--- src/rtl/waveform_generator_if.sv ---
// Control and sample bus of the waveform generator.
// The master drives the strobes and the select; the slave returns the sample stream.
interface waveform_generator_if;
    logic       en;
    logic       init;
    logic [2:0] wsel;
    logic [7:0] wave;
    logic       wave_vld;
    logic       pwm_out;

    modport master (output en, init, wsel, input wave, wave_vld, pwm_out);
    modport slave  (input en, init, wsel, output wave, wave_vld, pwm_out);
endinterface

--- src/rtl/waveform_generator.sv ---
// Waveform generator: an 8-bit phase accumulator and an up/down triangle counter
// advance on each en strobe. The selected waveform is registered with a one-cycle
// valid pulse, and a PWM rendering is produced from a free-running counter.
// The select only changes on init or on a phase wrap, so a period is never torn.
module waveform_generator (
    input  logic                 clk,
    input  logic                 rst,
    waveform_generator_if.slave  bus
);

    typedef enum logic {
        ST_UP   = 1'b0,
        ST_DOWN = 1'b1
    } tri_state_e;

    logic [7:0] phase_q,   phase_d;
    logic [7:0] tri_q,     tri_d;
    tri_state_e state_q,   state_d;
    logic [2:0] asel_q,    asel_d;
    logic [7:0] wave_q,    wave_d;
    logic       vld_q,     vld_d;
    logic [7:0] pwm_cnt_q, pwm_cnt_d;
    logic       pwm_out_q, pwm_out_d;

    // Map the post-update phase, triangle value and select to an output sample.
    function automatic logic [7:0] sample_of(input logic [7:0] ph,
                                             input logic [7:0] tv,
                                             input logic [2:0] sel);
        logic [7:0] s;
        s = 8'h00;
        case (sel)
            3'b000:  s = ph;
            3'b001:  s = ~ph;
            3'b010:  s = tv;
            3'b011:  s = ph[7] ? 8'h00 : 8'hFF;
            3'b100:  s = {ph[7:5], 5'b00000};
            default: s = 8'h00;
        endcase
        return s;
    endfunction

    // Next-state logic: init restarts everything, otherwise en advances one step.
    always_comb begin
        // NOTE: every signal gets a default first so no path leaves it unassigned (no latch).
        phase_d   = phase_q;
        tri_d     = tri_q;
        state_d   = state_q;
        asel_d    = asel_q;
        wave_d    = wave_q;
        vld_d     = 1'b0;
        pwm_cnt_d = pwm_cnt_q + 8'd1;
        pwm_out_d = (pwm_cnt_q < wave_q);

        if (bus.init) begin
            phase_d   = 8'd0;
            tri_d     = 8'd0;
            state_d   = ST_UP;
            asel_d    = bus.wsel;
            wave_d    = 8'd0;
            pwm_cnt_d = 8'd0;
        end else if (bus.en) begin
            phase_d = phase_q + 8'd1;
            if (phase_q == 8'hFF) begin
                asel_d = bus.wsel;
            end

            if (state_q == ST_UP) begin
                tri_d = tri_q + 8'd1;
                if (tri_q == 8'd254) begin
                    state_d = ST_DOWN;
                end
            end else begin
                tri_d = tri_q - 8'd1;
                if (tri_q == 8'd1) begin
                    state_d = ST_UP;
                end
            end

            wave_d = sample_of(phase_d, tri_d, asel_d);
            vld_d  = 1'b1;
        end
    end

    // State register with asynchronous active-low reset clearing every register.
    always_ff @(posedge clk or negedge rst) begin
        if (!rst) begin
            phase_q   <= 8'd0;
            tri_q     <= 8'd0;
            state_q   <= ST_UP;
            asel_q    <= 3'b000;
            wave_q    <= 8'd0;
            vld_q     <= 1'b0;
            pwm_cnt_q <= 8'd0;
            pwm_out_q <= 1'b0;
        end else begin
            // NOTE: non-blocking assignments so all registers update from pre-edge values.
            phase_q   <= phase_d;
            tri_q     <= tri_d;
            state_q   <= state_d;
            asel_q    <= asel_d;
            wave_q    <= wave_d;
            vld_q     <= vld_d;
            pwm_cnt_q <= pwm_cnt_d;
            pwm_out_q <= pwm_out_d;
        end
    end

    assign bus.wave     = wave_q;
    assign bus.wave_vld = vld_q;
    assign bus.pwm_out  = pwm_out_q;

endmodule

--- src/flat_wrapper.sv ---
// flat-port wrapper written by rule: the top's interface ports become plain ports
module waveform_generator_flat 
  (clk, rst, bus_en, bus_init, bus_wsel, bus_wave, bus_wave_vld, bus_pwm_out);
  waveform_generator_if bus_i ();
  input  logic clk;
  input  logic rst;
  input wire logic [$bits(bus_i.en)-1:0] bus_en;
  input wire logic [$bits(bus_i.init)-1:0] bus_init;
  input wire logic [$bits(bus_i.wsel)-1:0] bus_wsel;
  output wire logic [$bits(bus_i.wave)-1:0] bus_wave;
  output wire logic [$bits(bus_i.wave_vld)-1:0] bus_wave_vld;
  output wire logic [$bits(bus_i.pwm_out)-1:0] bus_pwm_out;
  assign bus_i.en = bus_en;
  assign bus_i.init = bus_init;
  assign bus_i.wsel = bus_wsel;
  assign bus_wave = bus_i.wave;
  assign bus_wave_vld = bus_i.wave_vld;
  assign bus_pwm_out = bus_i.pwm_out;
  waveform_generator u_core (.clk(clk), .rst(rst), .bus(bus_i));
endmodule
--- config.mk ---
export PLATFORM = sky130hd
export DESIGN_NAME = waveform_generator_flat
export DESIGN_NICKNAME = d
export VERILOG_FILES = /design/src/rtl/waveform_generator_if.sv /design/src/rtl/waveform_generator.sv /design/src/flat_wrapper.sv
export SDC_FILE = /design/constraint.sdc
export NUM_CORES = 1
export LEC_CHECK = 0
export ABC_AREA = 1
export CAP_MARGIN = 5
export CORE_AREA = 2 2 79 81
export DETAILED_ROUTE_END_ITERATION = 12
export DIE_AREA = 0 0 81 83
export PLACE_DENSITY_LB_ADDON = 0.2
export SYNTH_ARGS = -nofsm -noshare
export SYNTH_HDL_FRONTEND = slang
export SYNTH_SLANG_ARGS = --single-unit
--- constraint.sdc ---
create_clock -name clk -period 2.3 [get_ports clk]
set_input_delay 0.46 -clock clk [delete_from_list [all_inputs] [get_ports clk]]
set_output_delay 0.46 -clock clk [all_outputs]
set_load 0.03 [all_outputs]
==> flow_metrics.tcl <==
set metrics [dict create \
    final_area_um2 2870 \
    synth_compound_area_frac 0.111 \
    finClkSkew_ns 0.00349 \
    slew_headroom 0.676 \
    synth_top_family_by_area "simple AND/OR/NAND/NOR gates" \
    power.density_nw_per_um2 524 \
    max_slew.worst_pin.slew_ns 0.486 \
    crit_path_cell_trace "clkdlybuf4s50_1" \
    maxCapViolCount 0 \
    cp_data_arrival_time_ns 1.36 \
    clockBufferDepth 2 \
    wl_per_cell_um 12.2 \
    cts.sinks 38 \
    async_reset_ff_frac 1.00 \
    finalHoldViolations 0 \
    mostFrequentLayoutCells "90 x nand2_1, 46 x inv_1, 43 x nor2_1" \
    dp_hpwl_um 4210 \
    min_path_type "primary input to async pin" \
    yosys_warnings 0 \
    status "completed" \
    mostFrequentLayoutCell "nand2_1" \
    drt_iter0_drc 138 \
    ys_seq_area_frac 0.380 \
    grt_pass1_vias 2115 \
    wl_um 5350 \
    port_buffers 16 \
    synth_edf_count 0 \
    nets 381 \
    first_pass_iters 4 \
    rsz0062_at_grt "no" \
    drc 0 \
    fmax_ghz 0.550 \
    synth_mux_area_frac 0 \
    cts.repair.resized 0 \
    die_h_um 83 \
    drive_gt1_frac 0.0994 \
    antenna_found_initial 0 \
    rows 28 \
    htreeDepth 2 \
    r2r_start "u_core.tri_q[0]$_DFFE_PN0P_" \
    whs_ns 0.0662 \
    die-area_um2 6720 \
    cts-root-buf "clkbuf_8" \
    tritoncts "done" \
    synth_seq_cells 38 \
    slowest_stage "clkdlybuf4s50_1" \
    place_area_um2 2770 \
    grt_max_degree 16 \
    leakage_nw 1.43 \
    diodes 0 \
    finalSetupTns_ns 0 \
    maxSlewViolCount 0 \
    yosys_most_used_dff "dfrtp_1" \
    nFillCells 583 \
    syn_avg_cell_area_um2 7.42 \
    fin_crit_sh 0.790 \
    yosysUniqueCellTypes 33 \
    num_io_pins 17 \
    gp_congestion 0.904 \
    area_growth_pct 14.7 \
    via_per_inst 5.03 \
    numCtsBuffers 5 \
    core_um2 5820 \
    detail-route-antenna-nets 0 \
    clkTransAtPathRegs_ns 0.08 \
    synth-simple-area-share 0.347 \
    track_usage 0.178 \
    synth_area_um2 2500 \
    netlist_instances 337 \
    grt_first_pass_wirelength_um 9430 \
    synth_xor_area_frac 0.0140 \
    setup.worst_path.end_class "output pin" \
    postCtsSetupBuffers 0 \
    worstSkewPairLatency_ns 0.28 \
    crit_family "buffers and inverters" \
    cp-start-kind "flip-flop" \
    max_stage_delay_ns 0.68 \
    fp.dieW_um 81 \
    path_class "flip-flop to output pin" \
    start_util 0.430 \
    min_period_ns 1.82 \
    critPathMaxFanout 3 \
    postCtsHoldBufs 0 \
    startpoint "u_core.bus.wave[5]$_DFFE_PN0P_" \
    vias 2197 \
    synth_fa_ha_area_frac 0.0651 \
    worst-path-buf-inv 1 \
    gr-total-overflow 0 \
    setup_violations 0 \
    syn_nets 357 \
    ir_drop_mv 0.276 \
    final_util 0.493 \
    crit_required_ns 1.84 \
]
## registers in the layout, summed over array words and instances, names as in the netlist
signal / cells
u_core.bus.wave: 8
u_core.phase_q: 8
u_core.pwm_cnt_q: 8
u_core.tri_q: 8
u_core.asel_q: 3
u_core.bus.pwm_out: 1
u_core.bus.wave_vld: 1
u_core.state_q: 1
## final timing paths
check	to	slack, ns	cells past startpoint
setup / recovery	bus_wave[5]	0.48	1
hold / removal	u_core.tri_q[0]$_DFFE_PN0P_	0.07	1
setup reg to reg	u_core.bus.wave[2]$_DFFE_PN0P_	0.54	10
hold reg to reg	u_core.pwm_cnt_q[0]$_DFF_PN0_	0.51	1
max in group asynchronous	u_core.pwm_cnt_q[5]$_DFF_PN0_	1.73	2
min in group clk	u_core.pwm_cnt_q[0]$_DFF_PN0_	0.51	1
## stage by stage
step           setup WS, ns  cells  power [mW]
2_1_floorplan         0.762    337       0.930
3_3_place_gp          0.481    429        1.04
3_5_place_dp          0.478    429        1.04
4_1_cts               0.464    437        1.52
5_1_grt               0.333    437        1.59
6_report              0.482    437        1.50
## final cells by class
class,instances,area (um^2),area share
clock buffers,6,82.6,0.0288
multi-input cells,246,1340,0.468
well taps,75,93.8,0.0327
inverters,47,176,0.0615
flip-flops and latches,38,951,0.332
clock inverters,2,12.5,0.00436
repair buffers,23,208,0.0725
## per-layer routing
layer	GRT usage	up-vias	routed length, um
li1	-	1139	-
met1	0.247	1016	2650
met2	0.285	40	2520
met3	0.0326	2	162
met4	0.0462	0	21
met5	0	-	0
## cell families after synthesis
family / after synthesis
AO/OA/AOI/OAI: 47
XOR/XNOR: 4
adder cells (fa/ha/maj): 13
buffers and inverters: 53
flip-flops: 38
AND/OR/NAND/NOR: 182
## power by group
part           internal (mW)  leakage [nW]  switching [mW]  total, mW
sequential             0.699         0.515          0.0250      0.724
clock                  0.241        0.0472           0.238      0.479
combinational          0.111         0.866           0.189      0.299
total                   1.05          1.43           0.452       1.50
## cell usage after synthesis (2+ instances only)
library cell / instances / area [um^2]
a22oi_1: 3 / 22.5
nor2_1: 43 / 161
a21oi_1: 9 / 45.0
nor3_1: 4 / 20.0
nand4_1: 6 / 37.5
xor2_1: 3 / 26.3
buf_2: 3 / 15.0
o22ai_1: 11 / 68.8
dfrtp_1: 38 / 951
nand3_1: 18 / 90.1
nand2_2: 7 / 43.8
inv_1: 46 / 173
nor2_8: 2 / 40.0
nand2_1: 90 / 338
nand3_4: 3 / 52.6
nand3b_1: 2 / 15.0
clkbuf_1: 2 / 7.51
o21ai_0: 18 / 90.1
ha_1: 13 / 163
nand2_4: 3 / 33.8
(Power assumes the default switching activity.)
